## config.mk

```make
export PLATFORM = sky130hd
export DESIGN_NAME = mem_arbiter
export DESIGN_NICKNAME = d
export VERILOG_FILES = /design/src/rtl/mem_arbiter.sv
export SDC_FILE = /design/constraint.sdc
export NUM_CORES = 1
export LEC_CHECK = 0
export ABC_AREA = 1
export CAP_MARGIN = 15
export CORE_ASPECT_RATIO = 0.5
export CORE_MARGIN = 1
export CORE_UTILIZATION = 45
export CTS_BUF_LIST = sky130_fd_sc_hd__clkbuf_2 sky130_fd_sc_hd__clkbuf_4 sky130_fd_sc_hd__clkbuf_8
export DETAILED_ROUTE_END_ITERATION = 8
export PLACE_DENSITY = 0.81
export SYNTH_ARGS = -nofsm -noshare
export SYNTH_HDL_FRONTEND = slang
export SYNTH_SLANG_ARGS = --single-unit
```

## constraint.sdc

```tcl
create_clock -name CLK -period 4.7 [get_ports CLK]
set_input_delay 0.47 -clock CLK [delete_from_list [all_inputs] [get_ports CLK]]
set_output_delay 0.47 -clock CLK [all_outputs]
set_load 0.02 [all_outputs]
```

## src/rtl/mem_arbiter.sv

```systemverilog
// mem_arbiter: serves the fetch and data ports one transaction at a time on a single variable-latency RAM
module mem_arbiter #(
   parameter int                ADDR_W   = 32,
   parameter int                DATA_W   = 32,
   parameter int                TIMEOUT  = 255,
   parameter logic [DATA_W-1:0] ERR_WORD = 32'hBAD1BAD1
) (
   input  logic              CLK,
   input  logic              RST,
   input  logic              iREN,
   input  logic [ADDR_W-1:0] iaddr,
   output logic [DATA_W-1:0] imemload,
   output logic              ihit,
   input  logic              dREN,
   input  logic              dWEN,
   input  logic [ADDR_W-1:0] daddr,
   input  logic [DATA_W-1:0] dstore,
   output logic [DATA_W-1:0] dmemload,
   output logic              dhit,
   output logic              ramREN,
   output logic              ramWEN,
   output logic [ADDR_W-1:0] ramaddr,
   output logic [DATA_W-1:0] ramstore,
   input  logic [DATA_W-1:0] ramload,
   input  logic [1:0]        ramstate,
   output logic              mem_err
);
   localparam int CW = $clog2(TIMEOUT + 1);
   localparam logic [1:0] ACCESS = 2'b10;
   localparam logic [1:0] ERROR  = 2'b11;
   typedef enum logic [1:0] {IDLE, DATA, INSTR, RESP} state_t;
   state_t            state_q, state_d;
   logic [ADDR_W-1:0] addr_q, addr_d;
   logic [DATA_W-1:0] store_q, store_d, imem_q, imem_d, dmem_q, dmem_d;
   logic [CW-1:0]     cnt_q, cnt_d;
   logic              wr_q, wr_d, served_i_q, served_i_d, last_data_q, last_data_d, err_q, err_d;
   logic              d_pend, busy, fin_ok, fin_err;
   logic [DATA_W-1:0] result;
   assign d_pend  = dREN | dWEN;
   assign busy    = (state_q == DATA) | (state_q == INSTR);
   assign fin_ok  = busy & (ramstate == ACCESS);
   // ACCESS takes priority over a timeout landing in the same cycle
   assign fin_err = busy & ~fin_ok & ((ramstate == ERROR) | (cnt_d == CW'(TIMEOUT)));
   assign result  = fin_ok ? ramload : ERR_WORD;
   always_comb begin
      state_d     = state_q;
      addr_d      = addr_q;
      store_d     = store_q;
      wr_d        = wr_q;
      served_i_d  = served_i_q;
      last_data_d = last_data_q;
      imem_d      = imem_q;
      dmem_d      = dmem_q;
      err_d       = err_q;
      cnt_d       = cnt_q;
      case (state_q)
         IDLE: if (iREN | d_pend) begin
            served_i_d = iREN & (~d_pend | last_data_q);
            state_d    = served_i_d ? INSTR : DATA;
            addr_d     = served_i_d ? iaddr : daddr;
            store_d    = dstore;
            wr_d       = ~served_i_d & dWEN;
            cnt_d      = '0;
         end
         DATA, INSTR: begin
            cnt_d = cnt_q + CW'(1);
            if (fin_ok | fin_err) begin
               state_d = RESP;
               imem_d  = (state_q == INSTR) ? result : imem_q;
               dmem_d  = (state_q == DATA && !wr_q) ? result : dmem_q;
               err_d   = err_q | fin_err;
            end
         end
         RESP: begin
            state_d     = IDLE;
            last_data_d = ~served_i_q;
         end
         default: state_d = IDLE;
      endcase
   end
   always_ff @(posedge CLK or posedge RST)
      if (RST) begin
         state_q     <= IDLE;
         addr_q      <= '0;
         store_q     <= '0;
         wr_q        <= 1'b0;
         served_i_q  <= 1'b0;
         last_data_q <= 1'b0;
         imem_q      <= '0;
         dmem_q      <= '0;
         err_q       <= 1'b0;
         cnt_q       <= '0;
      end else begin
         state_q     <= state_d;
         addr_q      <= addr_d;
         store_q     <= store_d;
         wr_q        <= wr_d;
         served_i_q  <= served_i_d;
         last_data_q <= last_data_d;
         imem_q      <= imem_d;
         dmem_q      <= dmem_d;
         err_q       <= err_d;
         cnt_q       <= cnt_d;
      end
   assign ramREN   = (state_q == INSTR) | ((state_q == DATA) & ~wr_q);
   assign ramWEN   = (state_q == DATA) & wr_q;
   assign ramaddr  = busy ? addr_q : '0;
   assign ramstore = busy ? store_q : '0;
   assign ihit     = (state_q == RESP) & served_i_q;
   assign dhit     = (state_q == RESP) & ~served_i_q;
   assign imemload = imem_q;
   assign dmemload = dmem_q;
   assign mem_err  = err_q;
endmodule
```

---- Yosys cells after proc, flatten, opt, wreduce, memory -nomap -nowiden ----
Cells that the tools add are included.
word-level totals
  flip-flop bits (word level) ............. 142
operators by class
  $add $sub $neg .......................... 1
  equal/unequal tests ..................... 8
  multiplexer cells ....................... 10
  bitwise logic cells ..................... 22
  reductions and logical operators ........ 9
operators by type and width
  cell                                                              count
  32-bit two-way mux                                                4
  8-bit one-hot mux with 2 select lines                             1
  1-bit AND                                                         9
  8-bit by 1-bit adder with 8-bit output (second input constant)    1
  2-bit == test (second input constant)                             4
  8-bit == test (second input constant)                             1
  8-bit two-way mux                                                 1
  1-bit bitwise OR                                                  8
  2-bit two-way mux                                                 3
  2-bit one-hot mux with 3 select lines                             1
  2-bit AND reduction                                               3
  3-bit AND reduction                                               2
  1-bit inverter                                                    5
  2-bit inequality test (second input constant)                     2
  2-bit by 1-bit == test with 1-bit output (second input constant)  1
  2-bit logical NOT                                                 1
  2-bit OR reduction                                                1
  1-bit logical AND                                                 1
  1-bit logical NOT                                                 1

---- Depth between registers and ports, before layout ----
Gate-level depths: netlist of run 1.
  depth in word-level cells ............... 10
  depth in mapped cells ................... 15
  mapped depth without buffers ............ 13

---- Least setup slack after synthesis of run 1 ----
OpenSTA, ideal clock, no wires.
  kind .................................... reg-to-output
  from .................................... register state_q[0]
  to ...................................... output ramstore[0]
  arrival ................................. 1.729 ns
  data required time ...................... 4.230 ns
  setup slack ............................. 2.501 ns
  stages on the path, launching flop included .. 8
  buffers on the path ..................... 3
  path through ............................ dfrtp_1 > inv_1 > ha_1 > buf_2 > clkbuf_1 > clkbuf_1 > nand2_1 > inv_1
on the way
  longest elaborated chain between the ends .. 3
  elaborated cells on any way between the ends .. 4
  classes of those cells .................. 2 x eq/ne; 1 x mux; 1 x bitwise
RTL lines
  what                                                                       RTL line  source
  start: declaration                                                         32        state_t state_q, state_d;
  start signal: assignment                                                   94        state_q <= state_d;
  2-bit by 1-bit == test with 1-bit output or 2-bit == test (tied branches)  40        assign busy = (state_q == DATA) | (state_q == INSTR);
  1-bit bitwise OR *                                                         40
  32-bit two-way mux *                                                       108       assign ramstore = busy ? store_q : '0;
  end: declaration                                                           23        output logic [DATA_W-1:0] ramstore,
Every way passes the cells marked *; elsewhere a longest branch is shown, timed or not.

---- Final worst setup path of run 1 ----
  from .................................... register state_q[0]
  to ...................................... register imem_q[17] (netlist: imemload[17])
on the way
  longest elaborated chain between the ends .. 8
  elaborated cells on any way between the ends .. 15
  classes of those cells .................. 3 x eq/ne; 2 x mux; 7 x bitwise; 3 x reduce/logical
RTL lines
  what                                                                       RTL line    source
  2-bit by 1-bit == test with 1-bit output or 2-bit == test (tied branches)  40, 56, 69
  2-bit OR reduction or 1-bit bitwise OR (tied branches)                     56, 40
  8-bit one-hot mux with 2 select lines or 1-bit AND (tied branches)         56, 41
  8-bit == test or 1-bit inverter (tied branches)                            43          assign fin_err = busy & ~fin_ok & ((ramstate == ERROR) | (cnt_d == CW'(TIMEOUT)));
  1-bit bitwise OR or 1-bit AND (tied branches)                              43
  1-bit AND                                                                  43
  1-bit bitwise OR                                                           67          if (fin_ok | fin_err) begin
  3-bit AND reduction (no source line)                                       --
  end signal: assignment                                                     100         imem_q <= imem_d;
  end: declaration                                                           34          logic [DATA_W-1:0] store_q, store_d, imem_q, imem_d, dmem_q, dmem_d;
Several ways; a longest one is shown, not always the timed one.
A chain may end at the register's enable or synchronous reset.

==> metrics.cfg, run 1 <==
[status]
status = finished clean

[clock_network]
ctsHoldBuffers = 0
cts_root_buffer = clkbuf_8
cts.clk_slew.worst_paths_ns = 0.09
cts_setup_buffers = 0
cts_resized = 0
tritoncts = yes
htree_levels = 4
cts_sinks = 142
cts_max_path_buffers = 2
cts_buffers = 17
clk_latency_ns = 0.44

[setup_path]
critPathSlowestCell = nand3_1
crit_buf_inv = 4
cp_data_required_time_ns = 5.03
crit_fanout = 42
worstSetupPathType = reg -> reg
path_cells = inv_1, ha_4, buf_4, o21ai_0, nand2_1, nand3_1, nor2_1, nand2_1, nand2_1, buf_4, nand3_1, buf_4, nand2_1, nand2_1
cp-start-kind = register
critPathArrivalTime_ns = 4.03
crit_cells = 14
path_common_cell = nand2_1
end_kind = register
max_stage_delay_ns = 0.53
reg2regPathDepth = 14
cp_top_family = buffers and inverters

[cells_and_area]
nNetsFinal = 1287
final_common_cell = nand2_1
drive_above_1_share_pct = 4.92
syn_to_final_growth_pct = 46.7
fin_util_pct = 68.1
n_fill_cell = 1256
n_antenna_cell = 0
final_cell_mix = nand2_1, clkdlybuf4s50_1, dfrtp_1, inv_1, a21oi_1

[drt]
dr_total_vias = 6692
wire_per_inst_um = 14.2
first_pass_iters = 5
ant_nets = 0
wl_um = 19200
drt_iter0_drc = 438
drcViolationCount = 0
viasPerCell = 4.93

[sta]
fin_skew_ns = 0.0219
fin_crit_sh_pct = 78.8
hold_viol = 0
rsz0062_at_grt = false
fmax_mhz = 270
fin_setup_tns_ns = 0
setup_viol = 0
relSlewSlack_pct = 31.0
whs_ns = 0.476
finalMaxSlewViolations = 0
tightest_slew_ns = 1.03
min_period_ns = 3.70

[synth]
synth-seq-cells = 142
syn_area_um2 = 6770
synthTopCellsByArea = dfrtp_1, nand2_1, inv_1
synth_cell_types = 24
synth.yosys.warnings = 0
synth_area_leader_cell = dfrtp_1
synth.avg_cell_area_um2 = 7.51
synth.net_count = 1043
postSynthCellCount = 902
ys_seq_area_share_pct = 52.5
synth.top_cell.area_share_pct = 52.5

[floorplanning]
ioPinCount = 268
initial_utilization_pct = 46.4
std_cell_rows = 31
core_um2 = 14600
die_area_um2 = 15600
die_w_um = 175
die_y_um = 88.7

[grt]
grt_pass1_wl_um = 31100
grt_max_degree = 66
grtUsageMet1_pct = 31.3
grt_overflow_total = 0
grt_usage_pct = 25.1
grt_busiest_layer = met2
use_met2_pct = 43.7
grt_pass1_vias = 6498
antenna_found_initial = 0
use_met3_pct = 5.20

[pwr]
power_density_nw_per_um2 = 739
peakVddDrop_mv = 0.349
power_leakage_nw = 5.14

[hold_path]
worstHoldPathType = in -> async

[job]
drv_cap = 0

[placed_design]
port_buffers = 267
dp_hpwl_um = 13500
gp_congestion = 0.842

==> logic make-up after synthesis <==
kind of cell	Yosys count	synth area share, %
AO/OA/AOI/OAI	72	5.40
adder cells (fa/ha/maj)	6	1.11
AND/OR/NAND/NOR	519	31.3
buffers and inverters	163	9.68
flip-flops	142	52.5
==> metrics by stage <==
stage	total power, mW	instance area [um^2]	cells	worst slack, ns
2_1_floorplan	4.52	6770	902	0.420
3_3_place_gp	6.35	9570	1325	1.26
3_5_place_dp	6.45	9570	1325	1.07
4_1_cts	7.38	9930	1357	1.04
5_1_grt	7.87	9930	1357	0.644
6_report	7.34	9930	1357	0.995
==> final cells by class <==
class                           instances  area (um^2)  share of cell area [%]
Clock inverter                         15          124                    1.25
Inverter                              110          418                    4.21
Sequential cell                       142         3550                    35.8
Timing Repair Buffer                  278         2760                    27.7
Multi-Input combinational cell        597         2600                    26.2
Clock buffer                           17          234                    2.36
Tap cell                              198          248                    2.49
==> Yosys cell counts <==
library cell / count
clkbuf_1: 40
dfrtp_1: 142
nand3_2: 1
nand2_2: 1
nand3_4: 1
nor2_1: 47
or2_2: 1
o21ai_1: 1
nand4_1: 36
clkinv_1: 1
ha_1: 6
buf_2: 5
inv_2: 1
a21boi_0: 1
nand3_1: 43
inv_1: 108
o21ai_0: 3
buf_6: 4
nand2_1: 387
buf_1: 2
buf_4: 2
nor2_2: 2
o21bai_1: 1
a21oi_1: 66
==> state kept, by name, summed over array words and instances, names as in the netlist <==
| signal | cells |
|---|---|
| addr_q | 32 |
| dmemload | 32 |
| imemload | 32 |
| store_q | 32 |
| cnt_q | 8 |
| state_q | 2 |
| last_data_q | 1 |
| mem_err | 1 |
| served_i_q | 1 |
| wr_q | 1 |
==> power by group <==
part | total (mW) | switching, mW | internal [mW]
sequential | 2.10 | 0.323 | 1.78
combinational | 4.32 | 2.55 | 1.77
clock | 0.912 | 0.531 | 0.381
total | 7.34 | 3.40 | 3.93
==> path summary, 6_finish.rpt <==
kind | end | slack [ns] | start
worst max-delay path | imemload[17] | 1.0 | state_q[0]
worst min-delay path | addr_q[21] | 0.48 | RST
worst max register to register | imemload[17] | 1.0 | state_q[0]
worst min register to register | dmemload[26] | 0.48 | dmemload[26]
max in group asynchronous | dmemload[9] | 3.23 | RST
min in group CLK | dmemload[26] | 0.48 | dmemload[26]
==> per-layer routing <==
layer	part of all wire, %	wire length, um
met1	42	8040
met2	50	9620
met3	5.7	1090
met4	2.4	471
met5	0	0
==> worst reg2reg max path, stage by stage, from the launching register on <==
cell and delay, ns:
dfrtp_1 0.44, inv_1 0.12, ha_4 0.47, buf_4 0.46
o21ai_0 0.22, nand2_1 0.12, nand3_1 0.08, nor2_1 0.09
nand2_1 0.10, nand2_1 0.07, buf_4 0.33, nand3_1 0.54
buf_4 0.41, nand2_1 0.09, nand2_1 0.05
No activity file was read; power rests on OpenSTA's default activity.
==> run 2: changes to the inputs <==
- clock period: 4.7 -> 3.6 ns (I/O delays scaled with it)
==> metrics.cfg, run 2 (synthesized netlist as in run 1, its figures left out) <==
[grt]
antenna_found_initial = 0
use_met2_pct = 43.9
grtUsageMet1_pct = 31.3
grt_overflow_total = 0
grt_usage_pct = 24.8
grt_busiest_layer = met2
grt_pass1_wl_um = 30500
use_met3_pct = 4.42
grt_max_degree = 66
grt_pass1_vias = 6283

[sta]
whs_ns = 0.456
layout_setup_ws_ns = 0.552
tightest_slew_ns = 0.967
fin_setup_tns_ns = 0
fmax_mhz = 328
setup_viol = 0
fin_skew_ns = 0.0218
finalMaxSlewViolations = 0
fin_crit_sh_pct = 84.7
rsz0062_at_grt = false
hold_viol = 0
relSlewSlack_pct = 35.4
min_period_ns = 3.05

[drt]
wire_per_inst_um = 14.3
dr_total_vias = 6721
drcViolationCount = 0
drt_iter0_drc = 347
viasPerCell = 4.94
first_pass_iters = 4
wl_um = 19400
ant_nets = 0

[placed_design]
place_area_um2 = 9620
pre_cts_slack_ns = 0.901
dp_hpwl_um = 13500
gp_congestion = 0.814
port_buffers = 267

[cells_and_area]
final_cell_mix = nand2_1, clkdlybuf4s50_1, dfrtp_1, inv_1, a21oi_1
n_antenna_cell = 0
syn_to_final_growth_pct = 47.7
final_common_cell = nand2_1
drive_above_1_share_pct = 5.16
fin_area_um2 = 10000
nNetsFinal = 1290
fin_util_pct = 68.6

[floorplanning]
core_um2 = 14600
die_area_um2 = 15600
ioPinCount = 268
std_cell_rows = 31
die_w_um = 175
initial_utilization_pct = 46.4
die_y_um = 88.7

[clock_network]
cts_root_buffer = clkbuf_8
cts_resized = 0
cts_sinks = 142
clk_latency_ns = 0.44
ctsHoldBuffers = 0
cts_max_path_buffers = 2
tritoncts = yes
cts_setup_buffers = 0
htree_levels = 4
cts_buffers = 17
cts.clk_slew.worst_paths_ns = 0.09

[setup_path]
path_common_cell = inv_1
reg2reg_to = imemload[15]
end_kind = output port
worstSetupPathType = reg -> out
crit_fanout = 56
critPathArrivalTime_ns = 2.69
critPathSlowestCell = clkdlybuf4s50_1
cp_data_required_time_ns = 3.24
rrSetupSlack_ns = 0.86
max_stage_delay_ns = 0.60
path_cells = inv_1, ha_4, buf_4, nand2_1, inv_1, clkdlybuf4s50_1
cp-start-kind = register
worstReg2RegStart = state_q[0]
reg2regPathDepth = 12

[hold_path]
holdPathEnd = store_q[26]
min_from = dstore[26]
min_path_cells = 3
worstHoldPathType = in -> reg

[status]
status = finished clean

[pwr]
power_density_nw_per_um2 = 966
power_leakage_nw = 5.17
peakVddDrop_mv = 0.594

[job]
drv_cap = 0

[run 2: cell count changes in the layout (fill, tap and decap cells not counted), sizes merged]
cell / previous run / this run
buf: 11 / 14
clkinv: 4 / 5
inv: 117 / 116
[run 2: worst max path at each step]
stage,from,end
5_1_grt,state_q[0],ramaddr[8]
6_report,state_q[0],ramstore[25]
3_3_place_gp,dWEN,imemload[15]
3_5_place_dp,state_q[0],imemload[15]
4_1_cts,state_q[0],ramstore[31]
2_1_floorplan,RST,addr_q[0]
[run 2: critical path, delay by kind of cell, from the launching register on]
family                   cells  cell delay (ns)
flip-flops                   1             0.43
adder cells (fa/ha/maj)      1             0.35
AND/OR/NAND/NOR              1             0.11
buffers and inverters        4             1.33
[run 2: area by class of cell]
type / instances / area (um^2)
fillers: 1223 / 4580
flip-flops and latches: 142 / 3550
repair buffers: 281 / 2800
multi-input cells: 597 / 2600
inverters: 110 / 417
well taps: 198 / 248
clock buffers: 17 / 234
clock inverters: 15 / 145
[run 2: stage by stage]
| stage | cells | power (mW) |
|---|---|---|
| floorplan | 902 | 5.91 |
| global placement | 1328 | 8.34 |
| detailed placement | 1328 | 8.47 |
| CTS | 1360 | 9.72 |
| global route | 1360 | 10.3 |
| finish | 1360 | 9.66 |
[run 2: routing by layer]
metal,part of all wire (%),wire length (um),up-vias
li1,-,-,3274
met1,43,8350,3205
met2,51,9820,217
met3,5.1,993,25
met4,1.4,267,0
met5,0,0,-
[run 2: where the power goes]
| group | switching, mW | internal, mW | total, mW |
|---|---|---|---|
| Clock | 0.719 | 0.512 | 1.23 |
| Sequential | 0.431 | 2.32 | 2.75 |
| Combinational | 3.35 | 2.32 | 5.68 |
| Total | 4.50 | 5.16 | 9.66 |
